$ cat src/rtl/alu_serial_adder_8b_if.sv
// Handshake and result bus of the bit-serial add/subtract stage.
// Optional carry_in signal is present only when ALU_SERIAL_CARRY_IN_EN is defined.
interface alu_serial_adder_8b_if #(
    parameter int WIDTH = 8
);
    // start is sampled on the clock edge and accepted only when busy is low.
    // done is a one-cycle pulse; result and flags stay valid until the next
    // done pulse or reset.
    logic             start;
    logic             op_sub;
    logic [WIDTH-1:0] operand_a;
    logic [WIDTH-1:0] operand_b;
`ifdef ALU_SERIAL_CARRY_IN_EN
    logic             carry_in;
`endif
    logic             busy;
    logic             done;
    logic [WIDTH-1:0] result;
    logic             carry_out;
    logic             zero_flag;
    logic             overflow;

`ifdef ALU_SERIAL_CARRY_IN_EN
    modport master (
        output start, op_sub, operand_a, operand_b, carry_in,
        input  busy, done, result, carry_out, zero_flag, overflow
    );
    modport slave (
        input  start, op_sub, operand_a, operand_b, carry_in,
        output busy, done, result, carry_out, zero_flag, overflow
    );
`else
    modport master (
        output start, op_sub, operand_a, operand_b,
        input  busy, done, result, carry_out, zero_flag, overflow
    );
    modport slave (
        input  start, op_sub, operand_a, operand_b,
        output busy, done, result, carry_out, zero_flag, overflow
    );
`endif
endinterface

$ cat src/rtl/alu_serial_adder_8b.sv
// Bit-serial LSB-first add/subtract with C/Z/V flags and start/done handshake.
// Define ALU_SERIAL_CARRY_IN_EN to add a carry_in input (ADC/SBC semantics).
module alu_half_adder (
    input  logic a,
    input  logic b,
    output logic sum,
    output logic carry
);
    assign sum   = a ^ b;
    assign carry = a & b;
endmodule

module alu_serial_adder_8b #(
    parameter int WIDTH = 8,
    parameter int CNT_W = 4   // 2**CNT_W must exceed WIDTH
) (
    input  logic                 clk,
    input  logic                 rst_n,
    alu_serial_adder_8b_if.slave bus,
    output logic [1:0]           state_dbg
);
    typedef enum logic [1:0] {
        S_IDLE = 2'd0,
        S_RUN  = 2'd1,
        S_DONE = 2'd2
    } state_t;

    state_t state_q, state_d;

    logic [WIDTH-1:0] sh_a_q, sh_b_q, acc_q;
    logic             carry_q;
    logic [CNT_W-1:0] count_q;
    logic [WIDTH-1:0] result_q;
    logic             carry_out_q, zero_q, overflow_q;

    logic             p_bit, g_bit, s_bit, t_bit, c_next;
    logic             last_bit, start_ok, carry_init, c_msb_in;
    logic [WIDTH-1:0] sum_word;

    // Full adder built from two half adders plus an OR.
    alu_half_adder u_ha0 (
        .a     (sh_a_q[0]),
        .b     (sh_b_q[0]),
        .sum   (p_bit),
        .carry (g_bit)
    );

    alu_half_adder u_ha1 (
        .a     (p_bit),
        .b     (carry_q),
        .sum   (s_bit),
        .carry (t_bit)
    );

    assign c_next   = g_bit | t_bit;
    assign last_bit = (count_q == CNT_W'(WIDTH - 1));
    assign start_ok = bus.start && (state_q != S_RUN);
    assign sum_word = {s_bit, acc_q[WIDTH-1:1]};
    // On the last bit the registered carry is the carry into the MSB.
    assign c_msb_in = carry_q;

`ifdef ALU_SERIAL_CARRY_IN_EN
    assign carry_init = bus.carry_in;
`else
    assign carry_init = bus.op_sub;
`endif

    always_ff @(posedge clk or negedge rst_n) begin
        if (!rst_n) begin
            state_q <= S_IDLE;
        end else begin
            state_q <= state_d;
        end
    end

    always_comb begin
        state_d = state_q;
        case (state_q)
            S_IDLE: if (bus.start) state_d = S_RUN;
            S_RUN:  if (last_bit)  state_d = S_DONE;
            S_DONE: state_d = bus.start ? S_RUN : S_IDLE;
            default: state_d = S_IDLE;
        endcase
    end

    // Datapath: capture on accepted start, one bit per edge while running.
    always_ff @(posedge clk or negedge rst_n) begin
        if (!rst_n) begin
            sh_a_q      <= '0;
            sh_b_q      <= '0;
            acc_q       <= '0;
            carry_q     <= 1'b0;
            count_q     <= '0;
            result_q    <= '0;
            carry_out_q <= 1'b0;
            zero_q      <= 1'b0;
            overflow_q  <= 1'b0;
        end else if (start_ok) begin
            sh_a_q  <= bus.operand_a;
            sh_b_q  <= bus.op_sub ? ~bus.operand_b : bus.operand_b;
            acc_q   <= '0;
            carry_q <= carry_init;
            count_q <= '0;
        end else if (state_q == S_RUN) begin
            sh_a_q  <= {1'b0, sh_a_q[WIDTH-1:1]};
            sh_b_q  <= {1'b0, sh_b_q[WIDTH-1:1]};
            acc_q   <= sum_word;
            carry_q <= c_next;
            count_q <= count_q + CNT_W'(1);
            if (last_bit) begin
                result_q    <= sum_word;
                carry_out_q <= c_next;
                overflow_q  <= c_msb_in ^ c_next;
                zero_q      <= (sum_word == '0);
            end
        end
    end

    assign bus.busy      = (state_q == S_RUN);
    assign bus.done      = (state_q == S_DONE);
    assign bus.result    = result_q;
    assign bus.carry_out = carry_out_q;
    assign bus.zero_flag = zero_q;
    assign bus.overflow  = overflow_q;
    assign state_dbg     = state_q;
endmodule
$ cat src/flat_wrapper.sv
// flat-port wrapper written by rule: the top's interface ports become plain ports
module alu_serial_adder_8b_flat 
#(
    parameter int WIDTH = 8,
    parameter int CNT_W = 4                                
)
  (clk, rst_n, state_dbg, bus_start, bus_op_sub, bus_operand_a, bus_operand_b, bus_busy, bus_done, bus_result, bus_carry_out, bus_zero_flag, bus_overflow);
  alu_serial_adder_8b_if #(.WIDTH(WIDTH)) bus_i ();
  input  logic clk;
  input  logic rst_n;
  output logic [1:0] state_dbg;
  input wire logic [$bits(bus_i.start)-1:0] bus_start;
  input wire logic [$bits(bus_i.op_sub)-1:0] bus_op_sub;
  input wire logic [$bits(bus_i.operand_a)-1:0] bus_operand_a;
  input wire logic [$bits(bus_i.operand_b)-1:0] bus_operand_b;
  output wire logic [$bits(bus_i.busy)-1:0] bus_busy;
  output wire logic [$bits(bus_i.done)-1:0] bus_done;
  output wire logic [$bits(bus_i.result)-1:0] bus_result;
  output wire logic [$bits(bus_i.carry_out)-1:0] bus_carry_out;
  output wire logic [$bits(bus_i.zero_flag)-1:0] bus_zero_flag;
  output wire logic [$bits(bus_i.overflow)-1:0] bus_overflow;
  assign bus_i.start = bus_start;
  assign bus_i.op_sub = bus_op_sub;
  assign bus_i.operand_a = bus_operand_a;
  assign bus_i.operand_b = bus_operand_b;
  assign bus_busy = bus_i.busy;
  assign bus_done = bus_i.done;
  assign bus_result = bus_i.result;
  assign bus_carry_out = bus_i.carry_out;
  assign bus_zero_flag = bus_i.zero_flag;
  assign bus_overflow = bus_i.overflow;
  alu_serial_adder_8b #(.WIDTH(WIDTH), .CNT_W(CNT_W)) u_core (.clk(clk), .rst_n(rst_n), .bus(bus_i), .state_dbg(state_dbg));
endmodule
$ cat config.mk
export PLATFORM = sky130hd
export DESIGN_NAME = alu_serial_adder_8b_flat
export DESIGN_NICKNAME = d
export VERILOG_FILES = /design/src/rtl/alu_serial_adder_8b_if.sv /design/src/rtl/alu_serial_adder_8b.sv /design/src/flat_wrapper.sv
export SDC_FILE = /design/constraint.sdc
export NUM_CORES = 1
export LEC_CHECK = 0
export CORE_MARGIN = 2
export CORE_UTILIZATION = 53
export CTS_BUF_LIST = sky130_fd_sc_hd__clkbuf_2
export DETAILED_ROUTE_END_ITERATION = 8
export PLACE_DENSITY = 0.81
export SLEW_MARGIN = 20
export SYNTH_ARGS = -nofsm -noshare
export SYNTH_HDL_FRONTEND = slang
export SYNTH_SLANG_ARGS = --single-unit
export TNS_END_PERCENT = 5
$ cat constraint.sdc
create_clock -name clk -period 1.92 [get_ports clk]
set_input_delay 0.288 -clock clk [delete_from_list [all_inputs] [get_ports clk]]
set_output_delay 0.288 -clock clk [all_outputs]
set_load 0.01 [all_outputs]
==> results of run 1 <==
==> how the worst min path moves through the flow <==
stage	endpoint	depth (start not counted)
after global routing	u_core.state_dbg[0]$_DFFE_PN0P_	2
after CTS	u_core.state_dbg[0]$_DFFE_PN0P_	2
final	u_core.state_dbg[0]$_DFFE_PN0P_	2
after detailed placement	u_core.state_dbg[1]$_DFFE_PN0P_	1
after global placement	u_core.state_dbg[1]$_DFFE_PN0P_	1
after floorplan	u_core.acc_q[1]$_DFFE_PN0P_	0
==> kinds of logic (layout without fill, tap and decap cells) <==
kind of cell    after synthesis  count (layout)
compound gates               27              27
xor+xnor                      9               9
fa+ha+maj                     2               2
buf+inv                      12              51
flops                        41              41
mux                          30              30
simple gates                 45              45
==> area by class of cell <==
class / count / area (sq um) / area share, %
Clock buffer: 5 / 25.0 / 1.05
Clock inverter: 3 / 65.1 / 2.74
Inverter: 2 / 7.51 / 0.316
Multi-Input combinational cell: 113 / 777 / 32.7
Sequential cell: 41 / 1030 / 43.2
Tap cell: 46 / 57.6 / 2.42
Timing Repair Buffer: 41 / 417 / 17.5
==> state kept, by name, indices dropped and copies added, names as in the netlist <==
name,count
u_core.bus.result,8
u_core.count_q,4
u_core.bus.carry_out,1
u_core.sh_b_q,8
u_core.c_msb_in,1
u_core.bus.overflow,1
u_core.state_dbg,2
u_core.bus.zero_flag,1
u_core.sh_a_q,8
u_core.acc_q,7
==> timing repair <==
| item | 4_1_cts | 5_1_grt |
|---|---|---|
| setup endpoints to repair | 1 | 1 |
| gates resized for setup | 1 | 1 |
| hold buffers | 1 | 0 |
| buffers inserted | 1 | 0 |
| hold endpoints to repair | 20 | 0 |
==> Yosys cell counts (all sizes together) <==
| library cell | instances | share of area (%) |
|---|---|---|
| a211o | 1 | 0.47 |
| a211oi | 1 | 0.40 |
| and3 | 1 | 0.34 |
| buf | 5 | 2.0 |
| clkbuf | 5 | 1.0 |
| clkinv | 1 | 0.20 |
| dfrtp | 41 | 55 |
| fa | 1 | 1.1 |
| ha | 1 | 0.67 |
| inv | 1 | 0.20 |
| mux2 | 12 | 7.2 |
| mux2i | 18 | 9.7 |
| nand2 | 34 | 6.8 |
| nand3 | 1 | 0.27 |
| nor2 | 3 | 0.60 |
| nor2b | 2 | 1.1 |
| nor3b | 2 | 1.4 |
| nor4 | 2 | 0.67 |
| o21ai | 25 | 6.7 |
| xnor2 | 1 | 0.47 |
| xor2 | 8 | 3.8 |
==> routing by layer <==
metal	vias up	wire [um]	track usage [%]
li1	634	-	-
met1	633	1450	23.9
met2	41	1810	33.7
met3	7	177	6.79
met4	0	55	8.15
met5	-	0	0
==> worst max-delay path, stage by stage, from the launching register on <==
cell                              delay (ns)
sky130_fd_sc_hd__dfrtp_1                0.43
sky130_fd_sc_hd__buf_4                  0.12
sky130_fd_sc_hd__clkdlybuf4s50_1        0.52
==> metrics by stage <==
stage	setup WS (ns)	power (mW)
after CTS	0.0725	3.45
final	0.158	3.42
after floorplan	0.385	2.27
after detailed placement	0.271	2.82
after global routing	0.0595	3.67
after global placement	0.386	2.72
==> power by group <==
| part | switching [mW] | internal, mW | total [mW] |
|---|---|---|---|
| Sequential | 0.266 | 1.23 | 1.49 |
| Clock | 0.283 | 0.348 | 0.631 |
| Combinational | 0.612 | 0.683 | 1.30 |
==> impl_results.rst, run 1 <==
.. list-table::
   :header-rows: 1

   * - Metric
     - Value
   * - Run status
     - finished, final reports clean
   * - CTS Root Cell
     - sky130_fd_sc_hd__clkbuf_2
   * - Nature of the critical path startpoint
     - register
   * - DPL Wire Length
     - about 2600 um
   * - Parity-gate share of the synthesized area counting xor and xnor cells
     - 4.22%
   * - Yosys warning total
     - 0
   * - Post-synthesis cell area
     - 0.00187 sq mm
   * - Required time worst endpoint
     - ~1.6 ns
   * - Antenna violations before repair
     - 0
   * - Register-to-Register Path Depth
     - 5
   * - CP Launch Point
     - u_core.state_dbg[0]$_DFFE_PN0P_
   * - Number of library cell types mapped by synthesis
     - 24
   * - Full die area
     - 0.00401 sq mm
   * - Finished Cell Area
     - 0.00237 sq mm
   * - Worst-case clock buffer depth
     - 2
   * - Final clock period utilization by the worst path
     - 91.8%
   * - N_diodes
     - 0
   * - Worst-case clock skew
     - about 0.019 ns
   * - Number of endpoints with negative hold slack in the final report
     - 0
   * - Largest net degree at the start of global routing
     - 32
   * - Number of placed cells counting well taps
     - 241
   * - Post-synthesis area per instance
     - 11.2 sq um
   * - Clock transition at the registers of the reported paths
     - roughly 0.21 ns
   * - Total setup violations reported at the end of the flow
     - 0
   * - Register area share after synthesis
     - between 50% and 60%
   * - Sum Neg Setup Slack
     - 0 ns
   * - Simple-gate share of the synthesized area
     - 11.2%
   * - Post-Route Utilization
     - between 70% and 80%
   * - Std-Cell Rows
     - 21
   * - IO Pins
     - 35
   * - IO Port Bufs
     - 34
   * - Die H
     - 63.4 um
   * - Total nets after synthesis
     - about 190
   * - Horiz. Die Dim
     - approximately 63 um
   * - Number of inserted filler cells in the final layout
     - 276
   * - Final worst hold slack
     - 0.331 ns
   * - Path type of the worst setup path
     - reg -> out
   * - Number of global-route vias before repair
     - 1380
   * - Post-route minimum period
     - 1.76 ns
   * - Number of violations of the max-capacitance limit
     - 0
   * - Mux cell area share after synthesis
     - 16.9%
   * - Data arrival time of the critical path
     - 1.47 ns
   * - Largest fanout on the critical path
     - 4
   * - Worst reg-to-reg setup slack
     - ~0.28 ns
   * - Clk Latency, worst-skew pair
     - 0.41 ns
   * - CTS tree
     - done
   * - Fmax achieved
     - 0.568 GHz
   * - Worst ir drop on vdd
     - 0.691 mV
   * - TritonCTS Buffers
     - 5
   * - Post-Layout Cell Count
     - 251
   * - Number of instances in the synthesized netlist
     - 166
   * - R2r endpoint
     - u_core.bus.result[6]$_DFFE_PN0P_
   * - GP Congestion
     - 0.748
   * - Power per unit of standard cell area
     - 1440 mW/mm^2
   * - Kind of capture point of the worst setup path
     - output port
   * - Synthesis-stage register bit count
     - 41
   * - Drt via density
     - 5.24
   * - Combinational family with the most area after synthesis
     - multiplexers
   * - # nets final
     - 226
   * - Number of search-and-repair iterations in the first detailed-routing pass
     - 4
   * - # H-tree levels
     - 2
   * - RSZ-0062 raised after global routing
     - no
   * - Placeable core region
     - 0.00336 sq mm
   * - Post-route antenna net violation count
     - 0
   * - Fraction of the mapped netlist area in compound gates
     - 7.57%
   * - Path category of the worst min-delay check
     - in -> async
   * - Initial DRC count
     - 42
   * - Total placed instance area
     - 0.00227 sq mm
   * - Critical Path End
     - state_dbg[0]
   * - Pins Over Slew Limit
     - 0
   * - Most common library cell in the layout ignoring fill and taps
     - sky130_fd_sc_hd__dfrtp_1
   * - Share of final-layout standard cells stronger than drive strength 1
     - between 10% and 20%
   * - First-pass GRT wire length
     - 6160 um
   * - Most frequent cells in the layout
     - sky130_fd_sc_hd__dfrtp_1 (41), sky130_fd_sc_hd__nand2_1 (34), sky130_fd_sc_hd__clkdlybuf4s50_1 (31), sky130_fd_sc_hd__o21ai_0 (25), sky130_fd_sc_hd__mux2i_1 (18)
   * - Launching point of the worst reg2reg path
     - u_core.count_q[0]$_DFFE_PN0P_
   * - Global router's overall resource usage
     - 20.2%
   * - DRC violation count after routing
     - 0
   * - Headroom to the max-slew limit
     - 67.5%
   * - Total overflow reported by the global router
     - 0
   * - Starting density of the core
     - a little under three fifths
   * - Synthesized-area fraction occupied by adder cells
     - 1.74%
   * - Worst slew pin tran
     - 0.487 ns
   * - Area growth from synthesis to layout
     - 27.2%
   * - Via total after detailed routing
     - 1315
   * - Post-detailed-routing wire length
     - 3490 um
   * - Reported leakage power
     - 1.10 nW
   * - Drt wl/cell
     - about 14 um
   * - Total number of clock tree sinks
     - slightly above 40
Note: power is estimated with default switching activity, not from simulation.
==> run 2, diff against run 1 <==
- CORE_MARGIN: 2 -> unset
==> run 2 against run 1 <==
  * Final area decreased by 2.4%
  * Clock skew up 0.0085 ns
  * Global-route usage is 0.86 points higher
  * Largest power group unchanged
  * Highest routed layer unchanged
==> impl_results.rst, run 2 (same netlist as run 1, synthesis figures left out) <==
.. list-table::
   :header-rows: 1

   * - Metric
     - Value
   * - Area occupied by registers
     - 0.00103 sq mm (unchanged)
   * - Run status
     - finished, final reports clean
   * - Area growth from synthesis to layout
     - 24.2%
   * - Placeable core region
     - 0.00336 sq mm (unchanged)
   * - Pins Over Slew Limit
     - 0 (unchanged)
   * - Starting density of the core
     - 55.5% (unchanged)
   * - Number of violations of the max-capacitance limit
     - 0 (unchanged)
   * - Number of search-and-repair iterations in the first detailed-routing pass
     - 4 (unchanged)
   * - Nature of the critical path startpoint
     - register
   * - Power per unit of standard cell area
     - 1350 mW/mm^2 (-5.9%)
   * - Reported leakage power
     - 1.08 nW (-1.9%)
   * - First-pass GRT wire length
     - 5620 um (-8.7%)
   * - IO Pins
     - 35 (unchanged)
   * - Initial DRC count
     - 48 (+14%)
   * - Number of global-route vias before repair
     - 1293 (-6.3%)
   * - Horiz. Die Dim
     - 61.4 um (-3.2%)
   * - Post-Route Utilization
     - 68.9% (-1.7 points)
   * - Post-detailed-routing wire length
     - 3440 um (-1.4%)
   * - TritonCTS Buffers
     - 5 (unchanged)
   * - Total overflow reported by the global router
     - 0 (unchanged)
   * - Most common library cell in the layout ignoring fill and taps
     - sky130_fd_sc_hd__dfrtp_1
   * - Total number of clock tree sinks
     - 41 (unchanged)
   * - Total setup violations reported at the end of the flow
     - 0 (unchanged)
   * - Critical path's slowest cell
     - sky130_fd_sc_hd__clkdlybuf4s50_1
   * - DPL Wire Length
     - 2560 um (-1.4%)
   * - Path type of the worst setup path
     - reg -> out
   * - Drt via density
     - 5.09 (-2.8%)
   * - Global router's overall resource usage
     - 21.0% (+0.86 points)
   * - Critical-path cell list
     - clkdlybuf4s50_1
   * - N_diodes
     - 0 (unchanged)
   * - IO Port Bufs
     - 34 (unchanged)
   * - Number of endpoints with negative hold slack in the final report
     - 0 (unchanged)
   * - Headroom to the max-slew limit
     - 67.1% (-0.41 points)
   * - Largest incremental delay on the critical path
     - 0.56 ns (+0.04 ns)
   * - # H-tree levels
     - 2 (unchanged)
   * - Largest net degree at the start of global routing
     - 32 (unchanged)
   * - Area used by multi-input combinational logic
     - 777 sq um (unchanged)
   * - Most frequent cells in the layout
     - sky130_fd_sc_hd__dfrtp_1 (41), sky130_fd_sc_hd__nand2_1 (34), sky130_fd_sc_hd__clkdlybuf4s50_1 (31), sky130_fd_sc_hd__o21ai_0 (25), sky130_fd_sc_hd__mux2i_1 (18)
   * - DRC violation count after routing
     - 0 (unchanged)
   * - Std-Cell Rows
     - 21 (unchanged)
   * - Worst ir drop on vdd
     - 0.778 mV (+13%)
   * - Sum Neg Setup Slack
     - 0 ns (unchanged)
   * - GP Congestion
     - 0.698 (-6.7%)
   * - Path category of the worst min-delay check
     - in -> async
   * - Largest delay contributor family on the critical path
     - buffers and inverters
   * - Largest fanout on the critical path
     - 3 (-1)
   * - CTS Root Cell
     - sky130_fd_sc_hd__clkbuf_2
   * - Worst-case clock buffer depth
     - 2 (unchanged)
   * - Share of final-layout standard cells stronger than drive strength 1
     - 13.7% (-0.49 points)
   * - Final clock period utilization by the worst path
     - 87.9% (-3.8 points)
   * - Drt wl/cell
     - 13.7 um (-1.4%)
   * - Antenna violations before repair
     - 0 (unchanged)
   * - Full die area
     - 0.00376 sq mm (-6.2%)
   * - Post-CTS setup buffers
     - 0 (-1)
   * - Data arrival time of the critical path
     - 1.40 ns (-0.07 ns)
   * - # nets final
     - 226 (unchanged)
   * - Post-route antenna net violation count
     - 0 (unchanged)
   * - Total chip power
     - 3.14 mW (-8.2%)
   * - Kind of capture point of the worst setup path
     - output port
   * - Via total after detailed routing
     - 1278 (-2.8%)
   * - Worst-case clock skew
     - 0.0271 ns (+0.00846 ns)
   * - Die H
     - 61.4 um (-3.2%)
   * - Required time worst endpoint
     - 1.63 ns (about the same)
   * - Crit path buffers/inverters
     - 1 (-1)
   * - Post-route minimum period
     - 1.69 ns (-0.0737 ns)
   * - RSZ-0062 raised after global routing
     - no
   * - Worst slew pin tran
     - 0.493 ns (+0.00614 ns)
   * - Fmax achieved
     - 0.592 GHz (+4.4%)
   * - Number of inserted filler cells in the final layout
     - 273 (-1.1%)
   * - Clock transition at the registers of the reported paths
     - 0.22 ns (about the same)
   * - Clk Latency, worst-skew pair
     - 0.40 ns (about the same)
   * - CTS tree
     - done
## run 2: cell count changes in the layout (fill, tap and decap cells not counted), sizes merged
cell	before	now
clkinv	2	4
bufinv	2	0
dlymetal6s2s	1	2
dlygate4sd2	1	0
## run 2: what timing repair did
action / CTS / global route
hold endpoints to repair: 20 / 0
gates resized for setup: 0 / 2
endpoints found under the setup margin: 0 / 2
hold buffers: 1 / 0
## run 2: worst reg2reg max path, cell delays in order (launching register included)
cell and delay [ns]:
sky130_fd_sc_hd__dfrtp_1 0.43, sky130_fd_sc_hd__ha_1 0.20, sky130_fd_sc_hd__nand2_1 0.12, sky130_fd_sc_hd__nor3b_4 0.20, sky130_fd_sc_hd__buf_4 0.23, sky130_fd_sc_hd__mux2_2 0.36
## run 2: worst paths after layout
path                                                 startpoint                          endpoint  slack (ns)  depth (start not counted)
max in group asynchronous                                 rst_n     u_core.count_q[2]$_DFFE_PN0P_        1.07                          3
min in group clk                   u_core.sh_a_q[6]$_DFFE_PN0P_      u_core.sh_a_q[5]$_DFFE_PN0P_        0.50                          2
worst min-delay path                                      rst_n       u_core.acc_q[3]$_DFFE_PN0P_        0.34                          2
worst max-delay path            u_core.state_dbg[1]$_DFFE_PN0P_                      state_dbg[1]        0.23                          1
worst max register to register    u_core.count_q[1]$_DFFE_PN0P_  u_core.bus.result[3]$_DFFE_PN0P_        0.30                          5
worst min register to register     u_core.sh_a_q[6]$_DFFE_PN0P_      u_core.sh_a_q[5]$_DFFE_PN0P_        0.50                          2
## run 2: report_power, final
group          total [mW]  internal (mW)  switching, mW  leakage [nW]
Combinational        1.27          0.673          0.600         0.527
Sequential           1.50           1.23          0.272         0.521
Clock               0.368         0.0862          0.282        0.0304
Total                3.14           1.99           1.15          1.08
## run 2: cell type report
cell class	count	share of cell area [%]
clock buffers	5	1.08
flip-flops and latches	41	44.3
inverters	2	0.324
well taps	46	2.48
multi-input cells	113	33.5
clock inverters	3	0.756
repair buffers	41	17.6
## run 2: stage by stage
stage	worst slack, ns	cells	hold WS, ns	cell area, sq um
2_1_floorplan	0.385	166	-0.00759	1870
3_3_place_gp	0.276	242	0.261	2260
3_5_place_dp	0.185	242	0.282	2260
4_1_cts	0.0124	251	0.344	2310
5_1_grt	0.162	251	0.370	2320
6_report	0.232	251	0.341	2320
## run 2: layer usage
layer  wire length (um)  up-vias  global-route usage [%]
met5                  0        -                       0
met4                 46        0                    7.30
met3                132        6                    6.30
met2               1720       25                    36.8
met1               1550      611                    24.7
li1                   -      636                       -
==> run 3, diff against run 2 <==
- clock period: 1.92 -> 1.7 ns (I/O delays scaled with it)
==> run 3 against run 2 <==
  * Power rose by 13%
  * Sequential share of layout area rose by 0.096 points
  * Sequential power rose by 13%
  * Die area did not move
  * Combinational power rose by 13%
  * Clock power rose by 14%
==> impl_results.rst, run 3 (same netlist as run 1, synthesis figures left out) <==
.. list-table::
   :header-rows: 1

   * - Metric
     - Value
   * - R2r endpoint
     - u_core.bus.overflow$_DFFE_PN0P_
   * - Number of endpoints with negative hold slack in the final report
     - 0 (unchanged)
   * - Largest delay contributor family on the critical path
     - buffers and inverters
   * - Number of search-and-repair iterations in the first detailed-routing pass
     - 4 (unchanged)
   * - Initial DRC count
     - 55 (+15%)
   * - Largest net degree at the start of global routing
     - 42 (+31%)
   * - # nets final
     - 226 (unchanged)
   * - Run status
     - finished, final reports clean
   * - GP Congestion
     - 0.775 (+11%)
   * - Area growth from synthesis to layout
     - 23.9%
   * - TritonCTS Buffers
     - 5 (unchanged)
   * - Post-Route Utilization
     - 68.8% (-0.15 points)
   * - N_diodes
     - 0 (unchanged)
   * - Worst ir drop on vdd
     - 0.763 mV (-1.8%)
   * - Largest fanout on the critical path
     - 4 (+1)
   * - Area used by multi-input combinational logic
     - 777 sq um (unchanged)
   * - Pins Over Slew Limit
     - 0 (unchanged)
   * - Share of final-layout standard cells stronger than drive strength 1
     - 13.7% (unchanged)
   * - Clock transition at the registers of the reported paths
     - 0.22 ns (about the same)
   * - IO Port Bufs
     - 34 (unchanged)
   * - Drt via density
     - 5.18 (+1.8%)
   * - Full die area
     - 0.00376 sq mm (unchanged)
   * - Crit path buffers/inverters
     - 1 (unchanged)
   * - Antenna violations before repair
     - 0 (unchanged)
   * - Critical-path cell list
     - clkdlybuf4s50_1
   * - Finished Cell Area
     - 0.00231 sq mm (-0.22%)
   * - Kind of capture point of the worst setup path
     - output port
   * - Post-CTS setup buffers
     - 0 (unchanged)
   * - Post-route antenna net violation count
     - 0 (unchanged)
   * - Worst reg-to-reg setup slack
     - 0.12 ns (-0.18 ns)
   * - Register-to-Register Path Depth
     - 5 (unchanged)
   * - Horiz. Die Dim
     - 61.4 um (unchanged)
   * - Drt wl/cell
     - 13.5 um (-1.5%)
   * - Clk Latency, worst-skew pair
     - 0.40 ns (about the same)
   * - First-pass GRT wire length
     - 5610 um (-0.25%)
   * - Area occupied by registers
     - 0.00103 sq mm (unchanged)
   * - Path type of the worst setup path
     - reg -> out
   * - Required time worst endpoint
     - 1.44 ns (-0.19 ns)
   * - Power per unit of standard cell area
     - 1530 mW/mm^2 (+13%)
   * - DPL Wire Length
     - 2500 um (-2.0%)
   * - DRC violation count after routing
     - 0 (unchanged)
   * - Critical path's slowest cell
     - sky130_fd_sc_hd__clkdlybuf4s50_1
   * - Final clock period utilization by the worst path
     - between 90% and 100%
   * - Worst slew pin tran
     - 0.504 ns (+0.0109 ns)
   * - RSZ-0062 raised after global routing
     - no
   * - Global router's overall resource usage
     - 20.8% (-0.22 points)
   * - Total number of clock tree sinks
     - 41 (unchanged)
   * - Post-detailed-routing wire length
     - 3390 um (-1.5%)
   * - Die H
     - 61.4 um (unchanged)
   * - Number of global-route vias before repair
     - 1286 (-0.54%)
   * - Launching point of the worst reg2reg path
     - u_core.count_q[0]$_DFFE_PN0P_
   * - Sum Neg Setup Slack
     - 0 ns (unchanged)
   * - Final worst setup slack
     - 0.0878 ns (-0.144 ns)
   * - CTS tree
     - done
   * - Final worst hold slack
     - 0.414 ns (+0.0733 ns)
   * - Fmax achieved
     - 0.620 GHz
   * - Via total after detailed routing
     - 1301 (+1.8%)
   * - Headroom to the max-slew limit
     - 66.4% (-0.72 points)
   * - Total overflow reported by the global router
     - 0 (unchanged)
   * - Number of inserted filler cells in the final layout
     - 273 (unchanged)
   * - CTS Root Cell
     - sky130_fd_sc_hd__clkbuf_2
   * - IO Pins
     - 35 (unchanged)
   * - Total placed instance area
     - 0.00226 sq mm (unchanged)
   * - Std-Cell Rows
     - 21 (unchanged)
   * - Worst-case clock skew
     - 0.0230 ns (-0.00415 ns)
   * - Data arrival time of the critical path
     - 1.36 ns (-0.04 ns)
   * - Most common library cell in the layout ignoring fill and taps
     - sky130_fd_sc_hd__dfrtp_1
   * - Path category of the worst min-delay check
     - in -> async
   * - # H-tree levels
     - 2 (unchanged)
   * - Number of violations of the max-capacitance limit
     - 0 (unchanged)
   * - Reported leakage power
     - 1.08 nW (-0.28%)
   * - Nature of the critical path startpoint
     - register
   * - Most frequent cells in the layout
     - sky130_fd_sc_hd__dfrtp_1 (41), sky130_fd_sc_hd__nand2_1 (34), sky130_fd_sc_hd__clkdlybuf4s50_1 (30), sky130_fd_sc_hd__o21ai_0 (25), sky130_fd_sc_hd__mux2i_1 (18)
   * - Largest incremental delay on the critical path
     - 0.54 ns (-0.02 ns)
   * - Post-route minimum period
     - 1.61 ns
   * - Worst-case clock buffer depth
     - 2 (unchanged)
   * - Total setup violations reported at the end of the flow
     - 0 (unchanged)
   * - Placeable core region
     - 0.00336 sq mm (unchanged)
   * - Post-place setup slack
     - 0.106 ns (-0.0788 ns)
   * - Starting density of the core
     - 55.5% (unchanged)
run 3: cell count changes in the layout (fill, tap and decap cells not counted):
cell | before | now
sky130_fd_sc_hd__dlygate4sd2_1 | 0 | 2
sky130_fd_sc_hd__clkdlybuf4s50_1 | 31 | 30
sky130_fd_sc_hd__dlymetal6s2s_1 | 2 | 1
run 3: worst max-delay path by stage:
stage,from,end,slack (ns),cells after the start
after detailed placement,bus_op_sub,u_core.sh_b_q[2]$_DFFE_PN0P_,0.11,4
after floorplan,u_core.state_dbg[0]$_DFFE_PN0P_,u_core.bus.carry_out$_DFFE_PN0P_,0.16,5
after CTS,u_core.state_dbg[1]$_DFFE_PN0P_,state_dbg[1],0.02,1
after global placement,bus_start,u_core.c_msb_in$_DFFE_PN0P_,0.20,4
final,u_core.state_dbg[0]$_DFFE_PN0P_,state_dbg[0],0.09,1
after global routing,u_core.bus.result[6]$_DFFE_PN0P_,bus_result[6],0.007,1
run 3: repair_timing:
item / in CTS / in global routing
hold endpoints to repair: 41 / 0
setup endpoints to repair: 2 / 1
resized for setup: 2 / 1
hold buffers: 1 / 0
run 3: through the flow:
stage | cells | power [mW]
floorplan | 166 | 2.56
CTS | 251 | 3.58
global route | 251 | 3.83
detailed placement | 242 | 3.18
global placement | 242 | 3.07
finish | 251 | 3.54
run 3: worst min-delay path: stages:
cell	delay (ns)
sky130_fd_sc_hd__dlygate4sd3_1	0.52
sky130_fd_sc_hd__buf_2	0.09
sky130_fd_sc_hd__buf_4	0.42
run 3: cell type report:
cell class              instances  share of cell area [%]
repair buffers                 41                    17.4
inverters                       2                   0.324
multi-input cells             113                    33.6
clock inverters                 3                   0.757
well taps                      46                    2.49
flip-flops and latches         41                    44.3
clock buffers                   5                    1.08
run 3: power by group:
part	leakage [nW]	switching (mW)	internal, mW	total (mW)
clock network	0.0304	0.322	0.0974	0.420
logic	0.524	0.679	0.761	1.44
registers	0.521	0.298	1.39	1.69
total	1.08	1.30	2.25	3.54
run 3: metal layers:
metal,global-route usage [%],vias to the layer above,part of all wire (%)
met5,0,-,0
met4,8.57,0,1.7
met3,3.78,6,3.3
met2,35.9,24,52
met1,25.9,630,43
li1,-,641,-
==> RTL edit (config.mk and constraints of run 3) <==
Make the reset (`rst_n`) synchronous in 2 clocked blocks.
--- a/src/rtl/alu_serial_adder_8b.sv
+++ b/src/rtl/alu_serial_adder_8b.sv
@@ -65,7 +65,7 @@
     assign carry_init = bus.op_sub;
 `endif
 
-    always_ff @(posedge clk or negedge rst_n) begin
+    always_ff @(posedge clk) begin
         if (!rst_n) begin
             state_q <= S_IDLE;
         end else begin
@@ -84,7 +84,7 @@
     end
 
     // Datapath: capture on accepted start, one bit per edge while running.
-    always_ff @(posedge clk or negedge rst_n) begin
+    always_ff @(posedge clk) begin
         if (!rst_n) begin
             sh_a_q      <= '0;
             sh_b_q      <= '0;
Function: differs if rst_n is asserted again (counterexample within 4 cycles, from zero or initial values and one cycle with rst_n low); with rst_n held inactive, the same outputs for 10 cycles.
==> RTL edit against run 3 <==
Register-to-register slack improved by 0.16 ns. Final area decreased by 4.2%. Clock skew decreased by 0.0063 ns. Sequential cell count unchanged. Setup slack improved by 0.012 ns. Area after synthesis decreased by 5.1%. Via count increased by 22%. Wire length increased by 8.1%. Core utilization increased by 2.6 points. Fmax increased by 0.74%.
Power is not compared: it rests on default switching activity, and its combinational part moved more than twofold at a synthesized area within 25%.
==> RTL edit: results (changes against run 3) <==
* Crit. Startpoint: u_core.bus.overflow (was u_core.state_dbg[0])
* Max-slew headroom at 73.4% (was 66.4%)
* P_leak at between 0.8 and 0.9 nW
* Total power draw at between 1.5 and 2 mW
* Status: finished clean (unchanged)
* Routed via count at 1591 (was 1301)
* Layout Nets at 261 (was 226)
* Drt wl/cell at 12.9 um (was 13.5 um)
* Syn_nets at 226 (was 188)
* Synth cell types at 31 (was 24)
* GR met3 Demand/Resource at 7.58% (was 3.78%)
* Reg2reg setup slack at 0.28 ns (was 0.12 ns)
* Pre-Repair DR Iteration Count at 4 (unchanged)
* Detailed placement HPWL at 2.57 mm (was 2.50 mm)
* Cts repair resizes at 4 (was 2)
* Met2 Track Usage GR at 40.8% (was 35.9%)
* Post-synthesis sequential area ratio at 46.3% (was 55.0%)
* Peak fanout along the critical path at 2 (was 4)
* Met1 WL at 1.60 mm (was 1.47 mm)
* DR top layer: met4 (unchanged)
* RR Startpoint: u_core.state_dbg[1] (was u_core.count_q[0])
* Final Hold Viols at 0 (unchanged)
* Largest net degree at the start of global routing at 47 (was 42)
* Worst reg2reg path endpoint: u_core.acc_q[3] (was u_core.bus.overflow)
* Clock transition at the registers of the reported paths at 0.19 ns (was 0.22 ns)
* First DRT Iteration DRCs at 90 (was 55)
* Met2 wire length at 1.84 mm (was 1.75 mm)
* Worst Hold Class: in2reg (was in2async)
* Net Sw Frac at 25.8%
* Clock latency on the worst-skew pair at just over 0.4 ns
* Layout cells sized above 1 at 8.75% (was 13.7%)
* GPL Wtd Cong at 0.798 (was 0.775)
* Clk_skew at 0.0167 ns (was 0.0230 ns)
* Combinational fraction of design power at 14.0%
* Synth cell count leaders: 41 x dfxtp_1, 20 x a21oi_1, 19 x nor2_1, 19 x o21ai_0 (was 41 x dfrtp_1, 34 x nand2_1, 25 x o21ai_0)
* First-pass GRT wire length at 6.31 mm (was 5.61 mm)
* Cells on worst reg2reg path at 6 (was 5)
* Peak supply drop at 0.000489 V
* Fraction of registers with async set/reset at 0% (was 100%)
* GRT met1 Usage at 27.0% (was 25.9%)
* Vias in the first global route at 1470 (was 1286)
* Synth top area cells: dfxtp_1 46%, a21oi_1 5.6%, o21ai_0 5.4% (was dfrtp_1 55%, mux2i_1 9.7%, mux2_2 7.2%)
* GRT Util Overall at 23.7% (was 20.8%)
* CTS Buf Count at 5 (unchanged)
* Min-delay src: bus_operand_a[7]
* PortBufs at 34 (unchanged)
* Crit path max-delay family: buffers and inverters (unchanged)
* Met3 WL at 163 um (was 112 um)
RTL edit: cell types whose count changed after synthesis, moves of 4 or more:
cell,before,now
nand3_1,1,17
nand2_1,34,17
a211oi_1,1,9
nor2_1,3,19
a21oi_1,0,20
o31ai_1,0,7
dfxtp_1,0,41
buf_2,3,9
mux2_2,12,0
o21ai_0,25,19
mux2i_1,18,9
dfrtp_1,41,0
buf_4,0,4
RTL edit: area by class of cell:
| class | instances | area [um^2] |
|---|---|---|
| Clock buffer | 6 | 30.0 |
| Clock inverter | 2 | 33.8 |
| Fill cell | 269 | 887 |
| Inverter | 3 | 11.3 |
| Multi-Input combinational cell | 143 | 842 |
| Sequential cell | 41 | 823 |
| Tap cell | 44 | 55.1 |
| Timing Repair Buffer | 45 | 420 |
RTL edit: how the worst max path moves through the flow:
stage,end,cells after the start
final,bus_overflow,1
after global routing,bus_busy,3
after CTS,state_dbg[0],1
after detailed placement,u_core.sh_a_q[2],4
after global placement,u_core.sh_a_q[5],4
after floorplan,u_core.bus.zero_flag,4
RTL edit: through the flow:
stage,area [um^2],setup slack [ns],utilization (%),cells,hold slack (ns)
after floorplan,1770,0.441,-,204,0.402
after global placement,2150,0.218,69.4,276,0.452
after detailed placement,2150,0.161,69.4,276,0.466
after CTS,2220,0.0787,71.4,284,0.470
after global routing,2220,0.0271,71.4,284,0.496
final,2220,0.0995,71.4,284,0.482
RTL edit: logic make-up (layout without fill, tap and decap cells):
logic type	count (synthesis)	count (layout)	share of synthesized area [%]
muxes	9	9	5.08
xor gates and xnor gates	11	11	5.44
and+or+nand+nor	64	64	16.5
AOI/OAI and AO/OA	57	57	18.6
adders and majority gates	2	2	1.84
DFF	41	41	46.3
buffers and inverters	20	56	6.14
